[src/rtl/iob_mem_arbiter.sv]
// iob_mem_arbiter: round-robin arbiter sharing one IOb memory slave among N_MASTERS requesters.
// Define IOB_ARB_FIXED_PRIO_EN to switch to fixed priority (lowest index wins, no rr_ptr).
module iob_mem_arbiter #(
  parameter int N_MASTERS = 2,
  parameter int ADDR_W    = 32,
  parameter int DATA_W    = 32,
  parameter int GRANT_W   = 1
) (
  input  logic                            clk,
  input  logic                            rst,
  input  logic [N_MASTERS-1:0]            m_valid,
  input  logic [N_MASTERS*ADDR_W-1:0]     m_addr,
  input  logic [N_MASTERS*DATA_W-1:0]     m_wdata,
  input  logic [N_MASTERS*DATA_W/8-1:0]   m_wstrb,
  output logic [DATA_W-1:0]               m_rdata,
  output logic [N_MASTERS-1:0]            m_ready,
  output logic                            s_valid,
  output logic [ADDR_W-1:0]               s_addr,
  output logic [DATA_W-1:0]               s_wdata,
  output logic [DATA_W/8-1:0]             s_wstrb,
  input  logic [DATA_W-1:0]               s_rdata,
  input  logic                            s_ready,
  output logic                            busy,
  output logic [GRANT_W-1:0]              grant
);
  typedef enum logic {IDLE, BUSY} state_t;
  state_t state_q, state_d;
  logic [GRANT_W-1:0] grant_q, grant_d, winner;
  logic done;
  assign done    = (state_q == BUSY) && s_ready;
  assign s_valid = state_q == BUSY;
  assign busy    = s_valid;
  assign grant   = grant_q;
  assign s_addr  = m_addr[grant_q*ADDR_W +: ADDR_W];
  assign s_wdata = m_wdata[grant_q*DATA_W +: DATA_W];
  assign s_wstrb = m_wstrb[grant_q*(DATA_W/8) +: DATA_W/8];
  assign m_rdata = s_rdata;
  assign m_ready = done ? (N_MASTERS'(1) << grant_q) : '0;
`ifdef IOB_ARB_FIXED_PRIO_EN
  always_comb begin
    winner = '0;
    for (int i = N_MASTERS-1; i >= 0; i--) if (m_valid[i]) winner = GRANT_W'(i);
  end
  always_comb begin
    state_d = state_q;
    grant_d = grant_q;
    if (state_q == IDLE && |m_valid) begin
      state_d = BUSY;
      grant_d = winner;
    end
    if (done) state_d = IDLE;
  end
  always_ff @(posedge clk or posedge rst) begin
    if (rst) begin
      state_q <= IDLE;
      grant_q <= '0;
    end else begin
      state_q <= state_d;
      grant_q <= grant_d;
    end
  end
`else
  logic [GRANT_W-1:0] rr_ptr_q, rr_ptr_d;
  // lowest requester overall, overridden by the lowest one at or above rr_ptr if any
  always_comb begin
    winner = '0;
    for (int i = N_MASTERS-1; i >= 0; i--) if (m_valid[i]) winner = GRANT_W'(i);
    for (int i = N_MASTERS-1; i >= 0; i--) if (m_valid[i] && GRANT_W'(i) >= rr_ptr_q) winner = GRANT_W'(i);
  end
  always_comb begin
    state_d  = state_q;
    grant_d  = grant_q;
    rr_ptr_d = rr_ptr_q;
    if (state_q == IDLE && |m_valid) begin
      state_d = BUSY;
      grant_d = winner;
    end
    if (done) begin
      state_d  = IDLE;
      rr_ptr_d = (grant_q == GRANT_W'(N_MASTERS-1)) ? '0 : grant_q + GRANT_W'(1);
    end
  end
  always_ff @(posedge clk or posedge rst) begin
    if (rst) begin
      state_q  <= IDLE;
      grant_q  <= '0;
      rr_ptr_q <= '0;
    end else begin
      state_q  <= state_d;
      grant_q  <= grant_d;
      rr_ptr_q <= rr_ptr_d;
    end
  end
`endif
endmodule

[config.mk]
export PLATFORM = sky130hd
export DESIGN_NAME = iob_mem_arbiter
export DESIGN_NICKNAME = d
export VERILOG_FILES = /design/src/rtl/iob_mem_arbiter.sv
export SDC_FILE = /design/constraint.sdc
export NUM_CORES = 1
export LEC_CHECK = 0
export ABC_CLOCK_PERIOD_IN_PS = 1500
export CORE_AREA = 2 2 106 108
export DETAILED_ROUTE_END_ITERATION = 10
export DIE_AREA = 0 0 108 110
export HOLD_SLACK_MARGIN = 0.05
export PLACE_DENSITY_LB_ADDON = 0.08
export SETUP_SLACK_MARGIN = 0.15
export SYNTH_ARGS = -nofsm -noshare
export SYNTH_HDL_FRONTEND = slang
export SYNTH_SLANG_ARGS = --single-unit
[constraint.sdc]
create_clock -name clk -period 1.5 [get_ports clk]
set_clock_uncertainty 0.2 [all_clocks]
set_input_delay 0.225 -clock clk [delete_from_list [all_inputs] [get_ports clk]]
set_output_delay 0.225 -clock clk [all_outputs]
set_load 0.01 [all_outputs]
Yosys cells after proc, flatten, opt, wreduce, memory -nomap -nowiden

Index checks and enable logic that the tools add are counted.
Widths: inputs -> output; s select.

Bits in registers: 3
Input port bits: 173
Output and inout port bits: 105
Word-level logic and storage cells: 25

Add/subtract/negate cells: 1
$lt $le $gt $ge: 2
Shift operators: 4
Multiplexer cells: 8
Bitwise gates (word level): 1
Reduce and logical (&&, ||, !) cells: 6

Operator list:

| operator            | count |
|---|---|
| $shiftx 64x7->32    | 2 |
| $shiftx 8x4->4      | 1 |
| $mux 1              | 7 |
| $logic_and 1x1->1   | 4 |
| $ge 1x1->1 const A  | 2 |
| $mux 2              | 1 |
| $reduce_bool 2->1   | 1 |
| $reduce_or 2->1     | 1 |
| $shl 1x1->2 const A | 1 |
| $add 1x1->1 const B | 1 |
| $not 1->1           | 1 |

Longest topological paths before layout

Gate-level depths: netlist of run 1.

Word-level depth: 4
Depth in mapped cells: 4
Depth with buffers taken out: 2

Least setup slack after synthesis of run 1

No wires, ideal clock.

Path type: flip-flop to output port
From: reg grant_q (netlist: grant)
To: out s_addr[0]
Data arrival time: 1.053 ns
Slack: 0.022 ns
Stages on the path, launching flop included: 4
Cell sequence: dfrtp_1 > buf_6 > buf_12 > mux2_4

Cells in the longest elaborated chain, start to end: 1

RTL lines:

| what                     | line | source |
|---|---|---|
| start: declaration       | 28   | `logic [GRANT_W-1:0] grant_q, grant_d, winner;` |
| start signal: assignment | 90   | `grant_q <= grant_d;` |
| $shiftx 64x7->32         | 34   | `assign s_addr = m_addr[grant_q*ADDR_W +: ADDR_W];` |
| end: declaration         | 18   | `output logic [ADDR_W-1:0] s_addr,` |

Every way passes these cells.

Final worst setup path of run 1

From: reg grant_q (netlist: grant)
To: out s_wdata[10]

Cells in the longest elaborated chain, start to end: 1

RTL lines:

| what             | line | source |
|---|---|---|
| $shiftx 64x7->32 | 35   | `assign s_wdata = m_wdata[grant_q*DATA_W +: DATA_W];` |
| end: declaration | 19   | `output logic [DATA_W-1:0] s_wdata,` |

Every way passes these cells.

==> reports/results.txt, run 1 <==
Worst Path Max Fanout -> 8
Crit Path Class -> reg2out
largest net degree at the start of global routing -> 9
Placed Area -> 3590 sq um
Num CTS Buffers -> 3
H-Tree Depth -> 1
WL/cell -> 16.2 um
vias in the first global route -> 1810
Filler Cell Count -> 1071
final non-filler cell total -> 480
failing checks -> setup timing
setup repair after global routing missed its margin -> yes
GRT Resource Usage Total -> 11.6%
Peak Freq -> 0.502 GHz
final worst-path cycle share -> 133%
Worst Path Required -> 1.07 ns
worst slew pin tran -> 0.249 ns
final-report hold violation count -> 0
CP endpoint kind -> output port
leakage -> 0.00191 uW
Final Routed Wirelength -> 7.77 mm
Finished Cell Area -> 4120 sq um
Startpoint Class -> flip-flop
Core Rows -> 38
placed insts -> 443
HP Class -> in2out
die height -> 110 um
Root Driver -> clkbuf_8
count of final setup violators -> 72
number of synthesized register bits -> 3
sequential area share after synthesis -> 4.82%
clock latency on the worst-skew pair -> 0.21 ns
Die ar. -> 11900 sq um
max cap viols -> 0
Power Density -> 873 nW/um^2
core box area -> 10700 sq um
routability cong. -> 0.723
Mean Syn Cell Area -> 12.7 sq um
Hold Path Cell Cnt -> 0
Starting DRT DRC Count -> 15
synthesized cell area -> 1560 sq um
Slew headroom -> 83.4%
VDD IR-drop max -> 472 uV
R2R depth -> 6
CTS sink count -> 3
drt drc -> 0
share of cells above drive strength 1 -> 55.3%
Worst R2R Start -> grant
final net count -> 514
Longest Clk Path Bufs -> 2
Detail Route Antenna Nets -> 0
TritonCTS clock tree -> yes
drt pass-1 iters -> 2
net count after synthesis -> 296
grt ovf -> 0
vias -> 1776
DR vias/cell -> 3.70
hpwl dp -> 6.43 mm
Final Critical Period -> 1.99 ns
max-slew violation count -> 0
r2r setup slk -> -0.01 ns
die width -> 108 um
starting density of the core -> 14.5%
crit path DAT -> 1.57 ns
final setup slack of the worst path -> -0.492 ns
worst hold start -> s_rdata[0]
clock input transition at the sequential cells of the worst setup and hold paths -> 0.03 ns
Layout area overhead -> 164%
synth unique cells -> 14
antenna cells -> 0
IO Count -> 278
initial antenna violation count -> 0
first-pass GRT wire length -> 10.6 mm
synthesis warning total -> 0
buffers added on ports -> 213
Mapped Cells -> 123
outcome -> finished with violations
r2r endpoint -> rr_ptr_q
hold path endpoint -> m_rdata[0]
==> synth_stat cells <==
| master | count | area (sq um) |
|---|---|---|
| nor2b_1 | 2 | 12.5 |
| buf_6 | 1 | 11.3 |
| dfrtp_1 | 3 | 75.1 |
| nor2_1 | 2 | 7.51 |
| and3_4 | 1 | 11.3 |
| mux2_4 | 67 | 1010 |
| buf_12 | 7 | 140 |
| a2bb2oi_1 | 1 | 8.76 |
| o31a_1 | 1 | 8.76 |
| a21oi_1 | 1 | 5.00 |
| nand2_1 | 2 | 7.51 |
| mux2_2 | 1 | 11.3 |
| inv_1 | 1 | 3.75 |
| buf_4 | 33 | 248 |
==> worst max-delay path by stage <==
stage               startpoint           to
floorplan                grant    s_addr[0]
global placement         grant   s_addr[25]
detailed placement       grant  s_wdata[30]
CTS                      grant   s_wdata[8]
global route             grant   s_addr[16]
finish                   grant  s_wdata[10]
==> per-layer routing <==
metal  vias up  part of all wire [%]  track usage, %  wire length (um)
met5         -                     0               0                 0
met4         0                   1.9            2.47               150
met3        22                    14            5.23              1060
met2       131                    54            23.3              4200
met1       787                    30            10.8              2360
li1        836                     -               -                 -
==> area by class of cell <==
| cell class | count | area [sq um] | share of cell area, % |
|---|---|---|---|
| Sequential cell | 3 | 78.8 | 1.91 |
| Clock buffer | 4 | 45.0 | 1.09 |
| Timing Repair Buffer | 254 | 2730 | 66.2 |
| Multi-Input combinational cell | 78 | 1090 | 26.4 |
| Inverter | 1 | 3.75 | 0.0912 |
| Tap cell | 140 | 175 | 4.26 |
==> state kept, by name, summed over array words and instances, names as in the netlist <==
name,cells
rr_ptr_q,1
grant,1
busy,1
==> per-stage QoR <==
step	total power (uW)	setup TNS [ns]	setup WS (ns)	utilization [%]	hold slack (ns)
floorplan	1590	0	0.0294	-	-0.221
global placement	2660	-31.47	-0.484	33.6	0.211
detailed placement	2650	-31.92	-0.482	33.6	0.206
CTS	3390	-32.90	-0.545	36.7	0.250
global route	3800	-33.65	-0.544	38.5	0.250
finish	3590	-30.24	-0.492	38.5	0.250
==> logic make-up (layout without fill, tap and decap cells) <==
| group | Yosys count | in the layout | share of synthesized area, % |
|---|---|---|---|
| AOI/OAI and AO/OA | 3 | 3 | 1.45 |
| DFF | 3 | 3 | 4.82 |
| and+or+nand+nor | 7 | 7 | 2.49 |
| buffers and inverters | 42 | 259 | 25.9 |
| muxes | 68 | 68 | 65.4 |
==> power by group <==
group | total (uW) | leakage, uW | switching [uW] | internal (uW)
Sequential | 136 | 0.0000327 | 31.7 | 105
Clock | 232 | 0.0000228 | 50.7 | 181
Combinational | 3230 | 0.00185 | 1000 | 2220
Total | 3590 | 0.00191 | 1090 | 2510
==> timing repair <==
action                     CTS  global route
setup buffers               27             1
hold buffers                 1             0
resized for setup          321            83
hold endpoints to repair     3             0
pin swaps                    0             2
cloned                       4             0
setup endpoints to repair   73            73
==> worst max-delay path: stages, from the launching register on <==
cell	delay, ns
dfrtp_4	0.53
buf_6	0.15
buf_12	0.13
buf_8	0.13
mux2_4	0.29
buf_6	0.12
==> placed cells by master (no fill, tap or decap) <==
cell             netlist  layout
dfrtp_1                3       2
buf_12                 7       6
buf_2                  0       9
clkbuf_8               0       3
buf_6                  1      84
a21oi_1                1       1
buf_16                 0       4
nor2b_1                2       2
mux2_4                67      67
and3_4                 1       1
mux2_2                 1       1
buf_8                  0       3
dfrtp_4                0       1
inv_1                  1       1
buf_4                 33       5
clkbuf_2               0       2
clkdlybuf4s50_1        0     140
nor2_4                 0       1
dlygate4sd3_1          0       1
o31a_1                 1       1
nand2_1                2       2
clkbuf_1               0       1
a2bb2oi_1              1       1
nor2_2                 0       1
Power figures use the tool's default switching activity.
==> run 2: changes to the inputs <==
--- a/config.mk
+++ b/config.mk
@@ -9,6 +9,7 @@
 export CORE_AREA = 2 2 106 108
 export DETAILED_ROUTE_END_ITERATION = 10
 export DIE_AREA = 0 0 108 110
+export GPL_TIMING_DRIVEN = 0
 export HOLD_SLACK_MARGIN = 0.05
 export PLACE_DENSITY_LB_ADDON = 0.08
 export SETUP_SLACK_MARGIN = 0.15
==> reports/results.txt, run 2 (synthesis gave the netlist of run 1 again) <==
outcome -> finished with violations
failing checks -> setup timing
IO Count -> 278
Worst R2R Start -> grant
Register Area -> 76.3 sq um
share of cells above drive strength 1 -> 50.9%
largest net degree at the start of global routing -> 11
Peak Freq -> 0.529 GHz
DR vias/cell -> 3.76
final worst-path cycle share -> 126%
clock latency on the worst-skew pair -> 0.22 ns
most common cell after layout, fill and taps aside -> clkdlybuf4s50_1
hold path endpoint -> rr_ptr_q
worst hold start -> rr_ptr_q
antenna cells -> 0
clock input transition at the sequential cells of the worst setup and hold paths -> 0.03 ns
VDD IR-drop max -> 391 uV
Longest Clk Path Bufs -> 2
max cap viols -> 0
final-report hold violation count -> 0
worst slew pin tran -> 0.161 ns
CTS sink count -> 3
area of the multi-input gates -> 1080 sq um
P_int -> 2360 uW
first-pass GRT wire length -> 9.85 mm
Slew headroom -> 89.2%
CP endpoint kind -> output port
Clock power frac -> 7.0%
Detail Route Antenna Nets -> 0
leakage -> 0.00206 uW
initial antenna violation count -> 0
Num CTS Buffers -> 3
H-Tree Depth -> 1
Power Density -> 770 nW/um^2
Placed Area -> 4190 sq um
Worst Path Required -> 1.07 ns
setup repair after global routing missed its margin -> yes
vias -> 1959
Worst Path Max Fanout -> 8
r2r endpoint -> grant
Core Rows -> 38
final net count -> 555
die width -> 108 um
Startpoint Class -> flip-flop
GRT Resource Usage Total -> 10.7%
core box area -> 10700 sq um
Hold Path Cell Cnt -> 2
Starting DRT DRC Count -> 31
Finished Cell Area -> 4440 sq um
grt ovf -> 0
Comb pwr share -> 89.7%
final setup slack of the worst path -> -0.392 ns
r2r setup slk -> 0.23 ns
max-slew violation count -> 0
Crit Path Class -> reg2out
Root Driver -> clkbuf_8
Die ar. -> 11900 sq um
P_sw -> 1060 uW
commonest non-fill, non-tap cells in the layout -> 172 x clkdlybuf4s50_1, 67 x mux2_4, 64 x buf_6, 34 x buf_4
Filler Cell Count -> 1014
Reg power frac -> 3.3%
buffers added on ports -> 245
Final Critical Period -> 1.89 ns
Final Routed Wirelength -> 7.58 mm
placed insts -> 508
WL/cell -> 14.5 um
vias in the first global route -> 1893
crit path DAT -> 1.47 ns
starting density of the core -> 14.5%
drt pass-1 iters -> 2
count of final setup violators -> 70
HP Class -> reg2reg
WHS -> 0.301 ns
die height -> 110 um
hpwl dp -> 6.68 mm
Switching Share -> 30.9%
TritonCTS clock tree -> yes
R2R depth -> 4
final non-filler cell total -> 521
routability cong. -> 0.690
Layout area overhead -> 185%
drt drc -> 0
==> run 2: what timing repair did <==
item                                   CTS  global route
cloned                                   3             0
pin swaps                                0             0
setup endpoints to repair               73            72
endpoints found under the hold margin    3             0
resized for setup                      369             2
buffers inserted                         5             0
hold buffers                             1             0
==> run 2: metal layers <==
metal / wire (um) / track usage [%] / vias up / part of all wire (%)
met1: 2410 / 10.2 / 864 / 32
met2: 4080 / 22.1 / 169 / 54
met3: 1030 / 4.06 / 6 / 14
met4: 57 / 1.19 / 0 / 0.75
li1: - / - / 920 / -
met5: 0 / 0 / - / 0
==> run 2: critical path, cell delays in order (launching register included) <==
cell     delay (ns)
dfrtp_1        0.39
buf_12         0.16
buf_8          0.13
buf_16         0.13
mux2_4         0.30
buf_6          0.12
==> run 2: power groups by stage <==
stage | clock network (uW) | registers (uW) | logic [uW]
after floorplan | 0 | 119 | 1480
after global placement | 0 | 116 | 2780
after detailed placement | 0 | 116 | 2770
after CTS | 240 | 114 | 3110
after global routing | 253 | 117 | 3220
final | 239 | 114 | 3060
==> run 2: cell type report <==
type | count | share of cell area [%]
tap | 140 | 3.95
multi-input combinational | 78 | 24.4
timing repair buffer | 254 | 59.7
inverter | 1 | 0.0846
clock buffer | 4 | 1.02
buffer | 41 | 9.20
sequential | 3 | 1.72
==> run 2: worst max-delay path by stage <==
stage          startpoint    endpoint  slack (ns)
4_1_cts             grant  s_addr[19]       -0.40
3_3_place_gp        grant   s_addr[3]       -0.46
6_report            grant  s_addr[19]       -0.39
2_1_floorplan       grant   s_addr[0]        0.03
3_5_place_dp        grant  s_addr[27]       -0.46
5_1_grt             grant  s_addr[19]       -0.44
==> run 2: through the flow <==
stage	total power (uW)	setup TNS [ns]	worst slack (ns)	util (%)
CTS	3470	-22.50	-0.398	41.4
finish	3410	-22.22	-0.392	41.5
detailed placement	2890	-30.41	-0.458	39.1
global route	3590	-26.02	-0.444	41.5
global placement	2890	-30.41	-0.459	39.1
floorplan	1590	0	0.0294	-
